===== src/rtl/riscv_ctrl_pkg.sv =====
// Shared encodings for the multi-cycle RV32I control path: opcodes, FSM states,
// datapath mux selects and the per-state control word.
package riscv_ctrl_pkg;

    localparam logic [6:0] OpLoad   = 7'b0000011;
    localparam logic [6:0] OpStore  = 7'b0100011;
    localparam logic [6:0] OpRtype  = 7'b0110011;
    localparam logic [6:0] OpItype  = 7'b0010011;
    localparam logic [6:0] OpBranch = 7'b1100011;
    localparam logic [6:0] OpJal    = 7'b1101111;

    typedef logic [3:0] state_t;
    localparam state_t StFetch    = 4'd0;
    localparam state_t StDecode   = 4'd1;
    localparam state_t StMemAdr   = 4'd2;
    localparam state_t StMemRead  = 4'd3;
    localparam state_t StMemWb    = 4'd4;
    localparam state_t StMemWrite = 4'd5;
    localparam state_t StExecR    = 4'd6;
    localparam state_t StAluWb    = 4'd7;
    localparam state_t StExecI    = 4'd8;
    localparam state_t StJal      = 4'd9;
    localparam state_t StBeq      = 4'd10;
    localparam state_t StTrap     = 4'd11;

    typedef logic [1:0] alu_op_t;
    localparam alu_op_t AluAdd   = 2'b00;
    localparam alu_op_t AluSub   = 2'b01;
    localparam alu_op_t AluFunct = 2'b10;

    typedef logic [1:0] imm_src_t;
    localparam imm_src_t ImmI = 2'b00;
    localparam imm_src_t ImmS = 2'b01;
    localparam imm_src_t ImmB = 2'b10;
    localparam imm_src_t ImmJ = 2'b11;

    typedef logic [1:0] result_src_t;
    localparam result_src_t ResAluOut    = 2'b00;
    localparam result_src_t ResData      = 2'b01;
    localparam result_src_t ResAluResult = 2'b10;

    typedef logic [1:0] src_a_t;
    localparam src_a_t SrcAPc    = 2'b00;
    localparam src_a_t SrcAOldPc = 2'b01;
    localparam src_a_t SrcARs1   = 2'b10;

    typedef logic [1:0] src_b_t;
    localparam src_b_t SrcBRs2  = 2'b00;
    localparam src_b_t SrcBImm  = 2'b01;
    localparam src_b_t SrcBFour = 2'b10;

    // fetch: IR/PC enables that still need the memory ready qualifier
    typedef struct packed {
        logic        fetch;
        logic        pc_update;
        logic        branch;
        logic        adr_src;
        logic        mem_write;
        logic        reg_write;
        result_src_t result_src;
        src_a_t      alu_src_a;
        src_b_t      alu_src_b;
        alu_op_t     alu_op;
        logic        illegal;
    } ctrl_word_t;

    function automatic imm_src_t imm_src_of(logic [6:0] opcode);
        case (opcode)
            OpStore:  return ImmS;
            OpBranch: return ImmB;
            OpJal:    return ImmJ;
            default:  return ImmI;
        endcase
    endfunction

endpackage


===== src/rtl/multicycle_controller_if.sv =====
// Control-unit bundle: opcode/flags from the datapath, enables and selects back to it.
interface multicycle_controller_if;
    import riscv_ctrl_pkg::*;

    logic [6:0]  opcode;
    logic        zero;
    logic        mem_ready;
    logic        pc_write;
    logic        adr_src;
    logic        ir_write;
    logic        mem_write;
    logic        reg_write;
    result_src_t result_src;
    src_a_t      alu_src_a;
    src_b_t      alu_src_b;
    alu_op_t     alu_op;
    imm_src_t    imm_src;
    logic        illegal;
    state_t      state;

    modport master (
        input  opcode, zero, mem_ready,
        output pc_write, adr_src, ir_write, mem_write, reg_write, result_src,
               alu_src_a, alu_src_b, alu_op, imm_src, illegal, state
    );

    modport slave (
        output opcode, zero, mem_ready,
        input  pc_write, adr_src, ir_write, mem_write, reg_write, result_src,
               alu_src_a, alu_src_b, alu_op, imm_src, illegal, state
    );

endinterface


===== src/rtl/ctrl_output_rom.sv =====
// Moore decode of the controller state into the datapath control word.
module ctrl_output_rom
    import riscv_ctrl_pkg::*;
(
    input  state_t     i_state,
    output ctrl_word_t o_ctrl
);

    always_comb begin
        o_ctrl = '0;
        case (i_state)
            StFetch: begin
                o_ctrl.fetch      = 1'b1;
                o_ctrl.alu_src_a  = SrcAPc;
                o_ctrl.alu_src_b  = SrcBFour;
                o_ctrl.alu_op     = AluAdd;
                o_ctrl.result_src = ResAluResult;
            end
            StDecode: begin
                o_ctrl.alu_src_a = SrcAOldPc;
                o_ctrl.alu_src_b = SrcBImm;
                o_ctrl.alu_op    = AluAdd;
            end
            StMemAdr: begin
                o_ctrl.alu_src_a = SrcARs1;
                o_ctrl.alu_src_b = SrcBImm;
                o_ctrl.alu_op    = AluAdd;
            end
            StExecI: begin
                o_ctrl.alu_src_a = SrcARs1;
                o_ctrl.alu_src_b = SrcBImm;
                o_ctrl.alu_op    = AluFunct;
            end
            StMemRead: begin
                o_ctrl.adr_src    = 1'b1;
                o_ctrl.result_src = ResAluOut;
            end
            StMemWrite: begin
                o_ctrl.adr_src   = 1'b1;
                o_ctrl.mem_write = 1'b1;
            end
            StMemWb: begin
                o_ctrl.result_src = ResData;
                o_ctrl.reg_write  = 1'b1;
            end
            StExecR: begin
                o_ctrl.alu_src_a = SrcARs1;
                o_ctrl.alu_src_b = SrcBRs2;
                o_ctrl.alu_op    = AluFunct;
            end
            StAluWb: begin
                o_ctrl.result_src = ResAluOut;
                o_ctrl.reg_write  = 1'b1;
            end
            StJal: begin
                o_ctrl.alu_src_a  = SrcAOldPc;
                o_ctrl.alu_src_b  = SrcBFour;
                o_ctrl.alu_op     = AluAdd;
                o_ctrl.result_src = ResAluOut;
                o_ctrl.pc_update  = 1'b1;
            end
            StBeq: begin
                o_ctrl.alu_src_a  = SrcARs1;
                o_ctrl.alu_src_b  = SrcBRs2;
                o_ctrl.alu_op     = AluSub;
                o_ctrl.result_src = ResAluOut;
                o_ctrl.branch     = 1'b1;
            end
            StTrap: o_ctrl.illegal = 1'b1;
            default: ;
        endcase
    end

endmodule


===== src/rtl/multicycle_controller.sv =====
// Multi-cycle RV32I control FSM: state register, opcode dispatch and memory handshake gating.
module multicycle_controller
    import riscv_ctrl_pkg::*;
#(
    parameter bit MEM_HANDSHAKE = 1'b1,
    parameter bit SUPPORT_JAL   = 1'b1
) (
    input  logic                           clk,
    input  logic                           rst,
    multicycle_controller_if.master        io_ctrl
);

    state_t     r_state;
    state_t     w_state_next;
    state_t     w_rom_state;
    ctrl_word_t w_ctrl;
    logic       w_ready;
    logic       w_accept;

    assign w_ready = MEM_HANDSHAKE ? io_ctrl.mem_ready : 1'b1;

    always_comb begin
        w_state_next = StFetch;
        case (r_state)
            StFetch: w_state_next = w_ready ? StDecode : StFetch;
            StDecode: begin
                case (io_ctrl.opcode)
                    OpLoad, OpStore: w_state_next = StMemAdr;
                    OpRtype:         w_state_next = StExecR;
                    OpItype:         w_state_next = StExecI;
                    OpBranch:        w_state_next = StBeq;
                    OpJal:           w_state_next = SUPPORT_JAL ? StJal : StTrap;
                    default:         w_state_next = StTrap;
                endcase
            end
            StMemAdr:   w_state_next = (io_ctrl.opcode == OpStore) ? StMemWrite : StMemRead;
            StMemRead:  w_state_next = w_ready ? StMemWb : StMemRead;
            StMemWrite: w_state_next = w_ready ? StFetch : StMemWrite;
            StExecR, StExecI, StJal: w_state_next = StAluWb;
            StTrap:     w_state_next = StTrap;
            default:    w_state_next = StFetch;
        endcase
    end

    always_ff @(posedge clk) begin
        if (rst) begin
            r_state <= StFetch;
        end else begin
            r_state <= w_state_next;
        end
    end

    // Decoding FETCH during reset parks the muxes and kills every non-fetch enable.
    assign w_rom_state = rst ? StFetch : r_state;

    ctrl_output_rom u_rom (
        .i_state (w_rom_state),
        .o_ctrl  (w_ctrl)
    );

    assign w_accept = w_ctrl.fetch & w_ready & ~rst;

    assign io_ctrl.ir_write   = w_accept;
    assign io_ctrl.pc_write   = w_accept | w_ctrl.pc_update | (w_ctrl.branch & io_ctrl.zero);
    assign io_ctrl.adr_src    = w_ctrl.adr_src;
    assign io_ctrl.mem_write  = w_ctrl.mem_write;
    assign io_ctrl.reg_write  = w_ctrl.reg_write;
    assign io_ctrl.result_src = w_ctrl.result_src;
    assign io_ctrl.alu_src_a  = w_ctrl.alu_src_a;
    assign io_ctrl.alu_src_b  = w_ctrl.alu_src_b;
    assign io_ctrl.alu_op     = w_ctrl.alu_op;
    assign io_ctrl.illegal    = w_ctrl.illegal;
    assign io_ctrl.imm_src    = imm_src_of(io_ctrl.opcode);
    assign io_ctrl.state      = r_state;

endmodule


===== src/flat_wrapper.sv =====
// flat-port wrapper written by rule: the top's interface ports become plain ports
module multicycle_controller_flat import riscv_ctrl_pkg::*;
#(
    parameter bit MEM_HANDSHAKE = 1'b1,
    parameter bit SUPPORT_JAL   = 1'b1
)
  (clk, rst, io_ctrl_opcode, io_ctrl_zero, io_ctrl_mem_ready, io_ctrl_pc_write, io_ctrl_adr_src, io_ctrl_ir_write, io_ctrl_mem_write, io_ctrl_reg_write, io_ctrl_result_src, io_ctrl_alu_src_a, io_ctrl_alu_src_b, io_ctrl_alu_op, io_ctrl_imm_src, io_ctrl_illegal, io_ctrl_state);
  multicycle_controller_if io_ctrl_i ();
  input  logic clk;
  input  logic rst;
  input wire logic [$bits(io_ctrl_i.opcode)-1:0] io_ctrl_opcode;
  input wire logic [$bits(io_ctrl_i.zero)-1:0] io_ctrl_zero;
  input wire logic [$bits(io_ctrl_i.mem_ready)-1:0] io_ctrl_mem_ready;
  output wire logic [$bits(io_ctrl_i.pc_write)-1:0] io_ctrl_pc_write;
  output wire logic [$bits(io_ctrl_i.adr_src)-1:0] io_ctrl_adr_src;
  output wire logic [$bits(io_ctrl_i.ir_write)-1:0] io_ctrl_ir_write;
  output wire logic [$bits(io_ctrl_i.mem_write)-1:0] io_ctrl_mem_write;
  output wire logic [$bits(io_ctrl_i.reg_write)-1:0] io_ctrl_reg_write;
  output wire logic [$bits(io_ctrl_i.result_src)-1:0] io_ctrl_result_src;
  output wire logic [$bits(io_ctrl_i.alu_src_a)-1:0] io_ctrl_alu_src_a;
  output wire logic [$bits(io_ctrl_i.alu_src_b)-1:0] io_ctrl_alu_src_b;
  output wire logic [$bits(io_ctrl_i.alu_op)-1:0] io_ctrl_alu_op;
  output wire logic [$bits(io_ctrl_i.imm_src)-1:0] io_ctrl_imm_src;
  output wire logic [$bits(io_ctrl_i.illegal)-1:0] io_ctrl_illegal;
  output wire logic [$bits(io_ctrl_i.state)-1:0] io_ctrl_state;
  assign io_ctrl_i.opcode = io_ctrl_opcode;
  assign io_ctrl_i.zero = io_ctrl_zero;
  assign io_ctrl_i.mem_ready = io_ctrl_mem_ready;
  assign io_ctrl_pc_write = io_ctrl_i.pc_write;
  assign io_ctrl_adr_src = io_ctrl_i.adr_src;
  assign io_ctrl_ir_write = io_ctrl_i.ir_write;
  assign io_ctrl_mem_write = io_ctrl_i.mem_write;
  assign io_ctrl_reg_write = io_ctrl_i.reg_write;
  assign io_ctrl_result_src = io_ctrl_i.result_src;
  assign io_ctrl_alu_src_a = io_ctrl_i.alu_src_a;
  assign io_ctrl_alu_src_b = io_ctrl_i.alu_src_b;
  assign io_ctrl_alu_op = io_ctrl_i.alu_op;
  assign io_ctrl_imm_src = io_ctrl_i.imm_src;
  assign io_ctrl_illegal = io_ctrl_i.illegal;
  assign io_ctrl_state = io_ctrl_i.state;
  multicycle_controller #(.MEM_HANDSHAKE(MEM_HANDSHAKE), .SUPPORT_JAL(SUPPORT_JAL)) u_core (.clk(clk), .rst(rst), .io_ctrl(io_ctrl_i));
endmodule

===== config.mk =====
export PLATFORM = sky130hd
export DESIGN_NAME = multicycle_controller_flat
export DESIGN_NICKNAME = d
export VERILOG_FILES = /design/src/rtl/riscv_ctrl_pkg.sv /design/src/rtl/multicycle_controller_if.sv /design/src/rtl/ctrl_output_rom.sv /design/src/rtl/multicycle_controller.sv /design/src/flat_wrapper.sv
export SDC_FILE = /design/constraint.sdc
export NUM_CORES = 1
export LEC_CHECK = 0
export BUFFER_PORTS_ARGS = -buffer_cell sky130_fd_sc_hd__buf_2
export CORE_AREA = 2 2 39 41
export CTS_CLUSTER_DIAMETER = 100
export DETAILED_ROUTE_END_ITERATION = 10
export DIE_AREA = 0 0 41 43
export GPL_TIMING_DRIVEN = 0
export HOLD_SLACK_MARGIN = 0.1
export PLACE_DENSITY = 0.85
export REMOVE_ABC_BUFFERS = 1
export SETUP_SLACK_MARGIN = 0.15
export SYNTH_ARGS = -nofsm -noshare
export SYNTH_HDL_FRONTEND = slang
export SYNTH_SLANG_ARGS = --single-unit

===== constraint.sdc =====
create_clock -name clk -period 2.6 [get_ports clk]
set_input_delay 0.39 -clock clk [delete_from_list [all_inputs] [get_ports clk]]
set_output_delay 0.39 -clock clk [all_outputs]
set_load 0.01 [all_outputs]

-- Word level (Yosys, flattened, before mapping)
Index checks and enable logic that the tools add are counted.
- flip-flop bits (word level): 4
- output and inout port bits: 20
- equal/unequal tests: 25
- mux-type cells: 17
- bitwise logic cells: 6
- reduce and logical (&&, ||, !) cells: 6
- operator list (cell ; count):
    $pmux 6 s7 ; 1
    $eq 4x4->1 const B ; 7
    $pmux 4 s7 ; 1
    $eq 4x3->1 const B ; 6
    $pmux 4 s5 ; 1
    $eq 4x2->1 const B ; 4
    $eq 7x6->1 const B ; 2
    $eq 7x7->1 const B ; 2
    $mux 3 ; 3
    $eq 4x1->1 const B ; 2
    $logic_not 4->1 ; 2
    $mux 1 ; 8
    $eq 7x2->1 const B ; 1
    $eq 7x5->1 const B ; 1
    $pmux 2 s3 ; 1
    $reduce_or 2->1 ; 3
    $mux 4 ; 1
    $pmux 2 s2 ; 1
    $and 1x1->1 ; 3
    $reduce_or 3->1 ; 1
    $or 1x1->1 ; 2
    $not 1->1 ; 1

-- Depth between registers and ports, before layout
Gate-level depths: netlist of the first run.
- depth after elaboration: 7
- mapped depth: 5

-- Modules after synthesis
From an unflattened synthesis of the first run, not the netlist that was laid out.
- cell total of the unflattened synthesis: 97
- area total of the unflattened synthesis: 714.4 µm²
- modules (own cells, without submodules) (module ; times used ; cells an instance ; area an instance (µm²)):
    multicycle_controller ; 1 ; 67 ; 509.2
    ctrl_output_rom ; 1 ; 30 ; 205.2

-- Worst setup path before layout of the first run
No wires, ideal clock.
- path type: flip-flop to output port
- start point: register u_core.r_state[1], in the netlist u_core.io_ctrl.state[1]
- end point: output io_ctrl_alu_src_a[1]
- arrival time: 1.392 ns
- required time: 2.210 ns
- setup slack: 0.818 ns
- stages on the path, launching flop included: 5
- cell sequence: dfxtp_1 > buf_2 > buf_4 > nor2_1 > a2111oi_0
- longest elaborated chain between the ends: 3
- elaborated cells on any way between the ends: 9
- classes of those cells: eq/ne (6); mux (2); reduce/logical (1)
- RTL lines (element ; RTL line ; text):
    start: declaration ; multicycle_controller.sv:13 ; state_t r_state;
    start signal: assignment ; multicycle_controller.sv:47 ; r_state <= StFetch;
    start signal: assignment ; multicycle_controller.sv:49 ; r_state <= w_state_next;
    $mux 4 * ; multicycle_controller.sv:54 ; assign w_rom_state = rst ? StFetch : r_state;
    $eq 4x4->1 (tied with other cells) ; ctrl_output_rom.sv:11 ; case (i_state)
    $pmux 6 s7 * ; ctrl_output_rom.sv:11 ;
    end: declaration ; flat_wrapper.sv:20 ; output wire logic [$bits(io_ctrl_i.alu_src_a)-1:0] io_ctrl_alu_src_a;
Every way passes the cells marked *; elsewhere a longest branch is shown, timed or not.

-- Worst setup path in the final report of the first run
- start point: register u_core.r_state[1], in the netlist u_core.io_ctrl.state[1]
- end point: output io_ctrl_pc_write
- longest elaborated chain between the ends: 7
- elaborated cells on any way between the ends: 12
- classes of those cells: eq/ne (2); mux (4); bitwise (5); reduce/logical (1)
- RTL lines (element ; RTL line ; text):
    $mux 4 * ; multicycle_controller.sv:54 ;
    $logic_not 4->1 ; ctrl_output_rom.sv:11 ;
    $mux 1 ; ctrl_output_rom.sv:11 ;
    $and 1x1->1 (2 in a row) ; multicycle_controller.sv:61 ; assign w_accept = w_ctrl.fetch & w_ready & ~rst;
    $or 1x1->1 ; multicycle_controller.sv:64 ; assign io_ctrl.pc_write = w_accept | w_ctrl.pc_update | (w_ctrl.branch & io_ctrl.zero);
    $or 1x1->1 * ; multicycle_controller.sv:64 ;
    end: declaration ; flat_wrapper.sv:14 ; output wire logic [$bits(io_ctrl_i.pc_write)-1:0] io_ctrl_pc_write;
Marked as above.

==> results of run 1 <==
critical path: cells and delay by family (launching register included):
family,cells,cell delay [ns]
buffers and inverters,1,0.14
and+or+nand+nor,1,0.33
DFF,1,0.69
AOI/OAI and AO/OA,2,0.22
synthesized netlist by cell type (3+ instances only):
library cell,count
nor2_1,11
a21oi_1,6
nor3_1,6
nand2b_1,5
buf_2,4
dfxtp_1,4
nand2_1,4
a21o_1,3
nor2b_1,3
nor4_1,3
xnor2_1,3
metal layers:
layer  part of all wire [%]  routed length [um]  GRT usage, %  up-vias
met5                      0                   0             0        -
met4                   0.49                   8          6.00        0
met3                    4.8                  77          3.14        2
met2                     52                 836          32.2       26
met1                     43                 696          25.3      374
li1                       -                   -             -      387
stage by stage:
step	hold WS (ns)	area, um2	power (mW)	instances	setup WS, ns
3_5_place_dp	0.794	737	0.506	127	0.848
3_3_place_gp	0.780	737	0.497	127	0.869
2_1_floorplan	0.620	567	0.384	81	0.837
6_report	0.588	759	0.586	130	0.600
5_1_grt	0.627	759	0.643	130	0.455
4_1_cts	0.587	759	0.586	130	0.600
power groups by stage:
stage	registers, mW	logic (mW)	clock network [mW]
global placement	0.156	0.342	0
floorplan	0.147	0.237	0
detailed placement	0.157	0.348	0
finish	0.157	0.349	0.0797
global route	0.165	0.394	0.0839
CTS	0.155	0.350	0.0811
cells by family (layout without fill, tap and decap cells):
logic type / after synthesis / in the layout / share of synthesized area (%)
AOI/OAI and AO/OA: 27 / 27 / 31.6
and+or+nand+nor: 45 / 45 / 43.1
DFF: 4 / 4 / 13.4
buffers and inverters: 7 / 34 / 5.86
xor gates and xnor gates: 3 / 3 / 4.39
muxes: 1 / 1 / 1.67
path summary, 6_finish.rpt:
check | from | end | slack (ns) | depth (start not counted)
hold reg to reg | u_core.io_ctrl.state[1]$_SDFF_PP0_ | u_core.io_ctrl.state[0]$_SDFF_PP0_ | 0.81 | 2
setup / recovery | u_core.io_ctrl.state[1]$_SDFF_PP0_ | io_ctrl_pc_write | 0.60 | 4
setup reg to reg | u_core.io_ctrl.state[1]$_SDFF_PP0_ | u_core.io_ctrl.state[1]$_SDFF_PP0_ | 1.05 | 4
hold / removal | io_ctrl_opcode[5] | u_core.io_ctrl.state[2]$_SDFF_PP0_ | 0.59 | 3
area by class of cell:
| class | instances | area share (%) |
|---|---|---|
| multi-input cells | 76 | 63.6 |
| repair buffers | 30 | 19.8 |
| flip-flops and latches | 4 | 10.5 |
| clock buffers | 3 | 2.97 |
| well taps | 16 | 2.64 |
| inverters | 1 | 0.494 |
==> insert_results.sql, run 1 <==
INSERT INTO impl_metrics (metric_group, metric, value, unit) VALUES
('outcome', 'outcome', 'finished clean', ''),
('setup_path', 'crit_chain', 'and2b_1 -> a21oi_1 -> o21bai_1 -> buf_2', ''),
('clocking', 'cts-resized-gates', '0', ''),
('synthesis', 'synth.largest_area_cell', 'dfxtp_1', ''),
('pwr', 'power_frac_clock', '13.6', '%'),
('synthesis', 'synth.area.top_cells', 'dfxtp_1, nor2_1, nand2b_1', ''),
('routing', 'drt_iter0_markers', '11', ''),
('routing', 'detail_route.vias_per_cell', '6.07', ''),
('hold_path', 'hold_crit_path_type', 'primary input to flip-flop', ''),
('synthesis', 'yosysWarningCount', '0', ''),
('clocking', 'cts.repair_timing.setup_buffer_count', '0', ''),
('timing', 'clk_skew', '0.00693', 'ns'),
('synthesis', 'synth_area_per_cell', '6.87', 'um2'),
('timing', 'post-route-period-util', '76.9', '%'),
('floorplanning', 'width_of_the_chip', '41', 'um'),
('timing', 'timing.slew.headroom', '60.2', '%'),
('global_routing', 'grt_pass1_vias', '637', ''),
('clocking', 'path_clk_slew', '0.04', 'ns'),
('clocking', 'ctsHtreeMaxLevel', '1', ''),
('synthesis', 'async_reset_ff_share', '0', '%'),
('pwr', 'power.share.sequential', '26.8', '%'),
('cells_and_area', 'post_route_cells_drive_above_1_share', '32.5', '%'),
('cells_and_area', 'diodes', '0', ''),
('global_routing', 'grt_max_degree', '20', ''),
('pwr', 'vdd_ir_drop_max', '0.371', 'mV'),
('placement', 'routabilityCongestion', '0.820', ''),
('setup_path', 'setup.worst_path.start_class', 'flip-flop', ''),
('pwr', 'power_per_cell_area', '771', 'nW/um2'),
('setup_path', 'timing.critical_path.slowest_stage_cell', 'dfxtp_1', ''),
('timing', 'worst_pin_slew', '0.596', 'ns'),
('routing', 'postRouteWirelength', '1.62', 'mm'),
('clocking', 'clock_insertion_delay_worst_skew', '0.24', 'ns'),
('setup_path', 'crit_path_end_kind', 'output pin', ''),
('global_routing', 'grt_total_ovfl', '0', ''),
('cells_and_area', 'design.final.nets', '127', ''),
('synthesis', 'synth_cell_type_count', '41', ''),
('routing', 'detail_route.first_pass.iterations', '5', ''),
('synthesis', 'most_used_flip_flop_cell_after_synthesis', 'dfxtp_1', ''),
('clocking', 'clock_buffer_count_from_cts', '3', ''),
('floorplanning', 'die_h', '43', 'um'),
('pwr', 'p_sw_share', '49.5', '%'),
('cells_and_area', 'layout_common_cells', 'buf_2, nor2_1, a21oi_1, nor3_1, nand2b_1', ''),
('timing', 'finalSetupViolCount', '0', ''),
('clocking', 'cts_buffer_depth', '2', ''),
('placement', 'port_buffers', '30', ''),
('cells_and_area', 'syn_to_final_growth', '27.0', '%'),
('timing', 'timing.setup.tns', '0', 'ns'),
('timing', 'max_freq', '0.500', 'GHz'),
('setup_path', 'worst-path-max-fanout', '19', ''),
('floorplanning', 'floorplan.initialDensity', '43.2', '%'),
('cells_and_area', 'postLayoutCoreUtil', '54.9', '%'),
('cells_and_area', 'seqCellArea', '80.1', 'um2'),
('floorplanning', 'floorplan.die_area', '1760', 'um2'),
('floorplanning', 'placeable_core_region', '1380', 'um2'),
('clocking', 'cts_tree', 'yes', ''),
('global_routing', 'globalRouteTotalUtil', '19.8', '%'),
('synthesis', 'synth_edf_count', '0', ''),
('floorplanning', 'ioPinCount', '31', ''),
('synthesis', 'sequential_fraction_of_the_synthesis_area', '13.4', '%'),
('setup_path', 'worst-endpoint-arrival', '1.61', 'ns'),
('pwr', 'switching_power', '0.290', 'mW'),
('pwr', 'combinationalPowerShare', '59.6', '%'),
('pwr', 'power.leakage', '0.324', 'nW'),
('routing', 'avgRoutedWirePerCell', '12.4', 'um'),
('synthesis', 'syn-cell-area', '598', 'um2'),
('clocking', 'cts_num_sinks', '4', ''),
('floorplanning', 'rows', '14', ''),
('pwr', 'internal-power', '0.296', 'mW'),
('timing', 'fin_crit', '2.00', 'ns'),
('synthesis', 'synthDominantCellAreaShare', '13.4', '%'),
('setup_path', 'timing.critical_path.required', '2.21', 'ns');
No activity file was read; power rests on OpenSTA's default activity.
==> run 2: changes to the inputs <==
--- a/config.mk
+++ b/config.mk
@@ -6,13 +6,12 @@
 export NUM_CORES = 1
 export LEC_CHECK = 0
 export BUFFER_PORTS_ARGS = -buffer_cell sky130_fd_sc_hd__buf_2
-export CORE_AREA = 2 2 39 41
+export CORE_UTILIZATION = 44
 export CTS_CLUSTER_DIAMETER = 100
 export DETAILED_ROUTE_END_ITERATION = 10
-export DIE_AREA = 0 0 41 43
 export GPL_TIMING_DRIVEN = 0
 export HOLD_SLACK_MARGIN = 0.1
-export PLACE_DENSITY = 0.85
+export PLACE_DENSITY = 0.84
 export REMOVE_ABC_BUFFERS = 1
 export SETUP_SLACK_MARGIN = 0.15
 export SYNTH_ARGS = -nofsm -noshare
==> constraint.sdc (replaced) <==
create_clock -name clk -period 1.9 [get_ports clk]
set_input_delay 0.285 -clock clk [delete_from_list [all_inputs] [get_ports clk]]
set_output_delay 0.285 -clock clk [all_outputs]
set_load 0.01 [all_outputs]
==> run 2 against run 1 <==
  * Global-route usage up 7.3 points
  * Via count is 2.4% lower
  * First-iteration DRC count is 36% higher
  * Largest power group unchanged
  * Clock power is 30% higher
==> insert_results.sql, run 2 (synthesis gave the netlist of run 1 again) <==
INSERT INTO impl_metrics (metric_group, metric, value, unit) VALUES
('pwr', 'vdd_ir_drop_max', '0.595', 'mV'),
('routing', 'postRouteWirelength', '1.76', 'mm'),
('timing', 'finalSetupViolCount', '0', ''),
('floorplanning', 'die_h', '38.9', 'um'),
('clocking', 'cts_buffer_depth', '2', ''),
('hold_path', 'min_delay_path_depth', '3', ''),
('cells_and_area', 'diodes', '0', ''),
('setup_path', 'crit_cells', '4', ''),
('routing', 'dr_wl_met2', '878', 'um'),
('timing', 'post-route-period-util', '87.7', '%'),
('placement', 'dp.final_hpwl', '1.27', 'mm'),
('routing', 'drt_iter0_markers', '15', ''),
('timing', 'rsz0062_at_grt', 'false', ''),
('timing', 'timing.final.max_slew_violations', '0', ''),
('cells_and_area', 'final_common_cell', 'buf_2', ''),
('cells_and_area', 'largest_reg_flops', '4', ''),
('floorplanning', 'floorplan.initialDensity', '50.4', '%'),
('global_routing', 'globalRouteTotalUtil', '27.0', '%'),
('placement', 'routabilityCongestion', '0.978', ''),
('pwr', 'power_frac_clock', '12.6', '%'),
('setup_path', 'worst-endpoint-arrival', '1.38', 'ns'),
('routing', 'met1Wirelength', '761', 'um'),
('clocking', 'cts_num_sinks', '4', ''),
('timing', 'clk_skew', '0.00554', 'ns'),
('placement', 'port_buffers', '30', ''),
('timing', 'timing.setup.tns', '0', 'ns'),
('setup_path', 'crit_buf_inv', '1', ''),
('setup_path', 'setup.worst_path.start_class', 'flip-flop', ''),
('floorplanning', 'placeable_core_region', '1190', 'um2'),
('floorplanning', 'width_of_the_chip', '38.9', 'um'),
('setup_path', 'timing.critical_path.slowest_cell_delay', '0.39', 'ns'),
('global_routing', 'grt_max_degree', '20', ''),
('timing', 'finalHoldWorstSlack', '0.478', 'ns'),
('cells_and_area', 'design.final.nets', '127', ''),
('clocking', 'ctsHtreeMaxLevel', '1', ''),
('routing', 'avgRoutedWirePerCell', '13.7', 'um'),
('global_routing', 'grt_pass1_wl', '2.81', 'mm'),
('clocking', 'cts_tree', 'yes', ''),
('pwr', 'power_per_cell_area', '1070', 'nW/um2'),
('global_routing', 'grt_pass1_vias', '649', ''),
('floorplanning', 'rows', '12', ''),
('setup_path', 'timing.critical_path.required', '1.62', 'ns'),
('timing', 'fin_crit', '1.67', 'ns'),
('run', 'maxCapViolCount', '0', ''),
('setup_path', 'timing.critical_path.slowest_stage_cell', 'dfxtp_4', ''),
('setup_path', 'worst-path-max-fanout', '17', ''),
('cells_and_area', 'layout_common_cells', 'buf_2, nor2_1, a21oi_1, nor3_1, nand2b_1', ''),
('setup_path', 'crit_chain', 'nand2b_1 -> or2_1 -> o21bai_1 -> buf_2', ''),
('outcome', 'outcome', 'finished clean', ''),
('clocking', 'clock_insertion_delay_worst_skew', '0.24', 'ns'),
('setup_path', 'rr_startpoint', 'u_core.io_ctrl.state[0]$_SDFF_PP0_', ''),
('pwr', 'switching_power', '0.404', 'mW'),
('cells_and_area', 'postLayoutCoreUtil', '65.3', '%'),
('global_routing', 'antenna_found_initial', '0', ''),
('setup_path', 'crit_path_end_kind', 'output pin', ''),
('hold_path', 'hold_crit_path_type', 'primary input to flip-flop', ''),
('routing', 'detail_route.first_pass.iterations', '4', ''),
('routing', 'detailroute.via_count', '770', ''),
('pwr', 'combinationalPowerShare', '58.9', '%'),
('routing', 'highest_layer', 'met4', ''),
('routing', 'drc_errors', '0', ''),
('setup_path', 'terminus_of_the_critical_flop_to_flop_path', 'u_core.io_ctrl.state[3]$_SDFF_PP0_', ''),
('timing', 'timing.slew.headroom', '67.1', '%'),
('clocking', 'path_clk_slew', '0.03', 'ns'),
('cells_and_area', 'fill_cells', '123', ''),
('setup_path', 'rrSetupSlack', '0.60', 'ns'),
('pwr', 'internal-power', '0.422', 'mW'),
('routing', 'ant_nets', '0', ''),
('clocking', 'root_buffer', 'clkbuf_4', ''),
('setup_path', 'timing.critical_path.max_delay_family', 'simple AND/OR/NAND/NOR gates', ''),
('cells_and_area', 'post_route_cells_drive_above_1_share', '36.8', '%'),
('setup_path', 'worst_setup_path_startpoint', 'u_core.io_ctrl.state[2]$_SDFF_PP0_', ''),
('clocking', 'clock_buffer_count_from_cts', '3', ''),
('pwr', 'power.leakage', '0.328', 'nW'),
('clocking', 'cts_stage_hold_buffer_count', '0', ''),
('global_routing', 'grt_total_ovfl', '0', ''),
('clocking', 'cts.repair_timing.setup_buffer_count', '0', ''),
('pwr', 'power.share.sequential', '28.5', '%'),
('timing', 'timing_hold_violations_final', '0', ''),
('routing', 'wl_met3', '93', 'um'),
('floorplanning', 'ioPinCount', '31', ''),
('setup_path', 'timing.setup.critical_path_class', 'flip-flop to output pin', ''),
('timing', 'max_freq', '0.600', 'GHz'),
('setup_path', 'worst_r2r_path_depth', '4', ''),
('setup_path', 'crit_end', 'io_ctrl_pc_write', ''),
('timing', 'worst_pin_slew', '0.489', 'ns'),
('floorplanning', 'floorplan.die_area', '1510', 'um2'),
('pwr', 'p_sw_share', '48.9', '%'),
('routing', 'detail_route.vias_per_cell', '6.02', ''),
('cells_and_area', 'syn_to_final_growth', '29.5', '%');
## run 2: cell counts in the layout (fill, tap and decap cells not counted)
No cell type changed its count.
## run 2: worst reg2reg max path, cell delays in order (launching register included)
cell and delay [ns]:
dfxtp_4 0.44, nand2b_1 0.23, o22ai_1 0.11, o21bai_1 0.30, a21oi_1 0.08
## run 2: how the worst min path moves through the flow
| stage | start | to | slack (ns) |
|---|---|---|---|
| after floorplan | io_ctrl_opcode[5] | u_core.io_ctrl.state[2]$_SDFF_PP0_ | 0.51 |
| after global placement | io_ctrl_opcode[5] | u_core.io_ctrl.state[2]$_SDFF_PP0_ | 0.71 |
| after detailed placement | io_ctrl_opcode[5] | u_core.io_ctrl.state[2]$_SDFF_PP0_ | 0.72 |
| after CTS | io_ctrl_opcode[5] | u_core.io_ctrl.state[2]$_SDFF_PP0_ | 0.48 |
| after global routing | io_ctrl_opcode[5] | u_core.io_ctrl.state[2]$_SDFF_PP0_ | 0.52 |
| final | io_ctrl_opcode[5] | u_core.io_ctrl.state[2]$_SDFF_PP0_ | 0.48 |
## run 2: layer usage
| layer | track usage [%] | vias up |
|---|---|---|
| met4 | 10.3 | 0 |
| met1 | 32.3 | 348 |
| li1 | - | 387 |
| met2 | 47.9 | 32 |
| met5 | 0 | - |
| met3 | 3.47 | 3 |
## run 2: final cells by class
cell class                 instances  area, um2  share of cell area (%)
clock buffer                       3       22.5                    2.91
inverter                           1       3.75                   0.485
multi-input combinational         76        485                    62.7
sequential                         4       95.1                    12.3
tap                               14       17.5                    2.26
timing repair buffer              30        150                    19.4
## run 2: what timing repair did
| item | in CTS | in global routing |
|---|---|---|
| endpoints found under the hold margin | 0 | 0 |
| setup endpoints to repair | 7 | 7 |
| resized for setup | 4 | 5 |
## run 2: through the flow
stage          cell area (um2)  total power [mW]  cells  worst slack (ns)
2_1_floorplan              567             0.526     81             0.242
3_3_place_gp               734             0.680    125             0.272
5_1_grt                    774             0.899    128             0.165
6_report                   774             0.826    128             0.233
4_1_cts                    762             0.812    128             0.188
3_5_place_dp               734             0.698    125             0.252
## run 2: power by group through the flow
stage	Sequential, mW	Clock [mW]	Combinational [mW]
finish	0.235	0.104	0.486
global route	0.245	0.110	0.544
CTS	0.222	0.106	0.485
detailed placement	0.217	0	0.481
global placement	0.214	0	0.466
floorplan	0.201	0	0.325
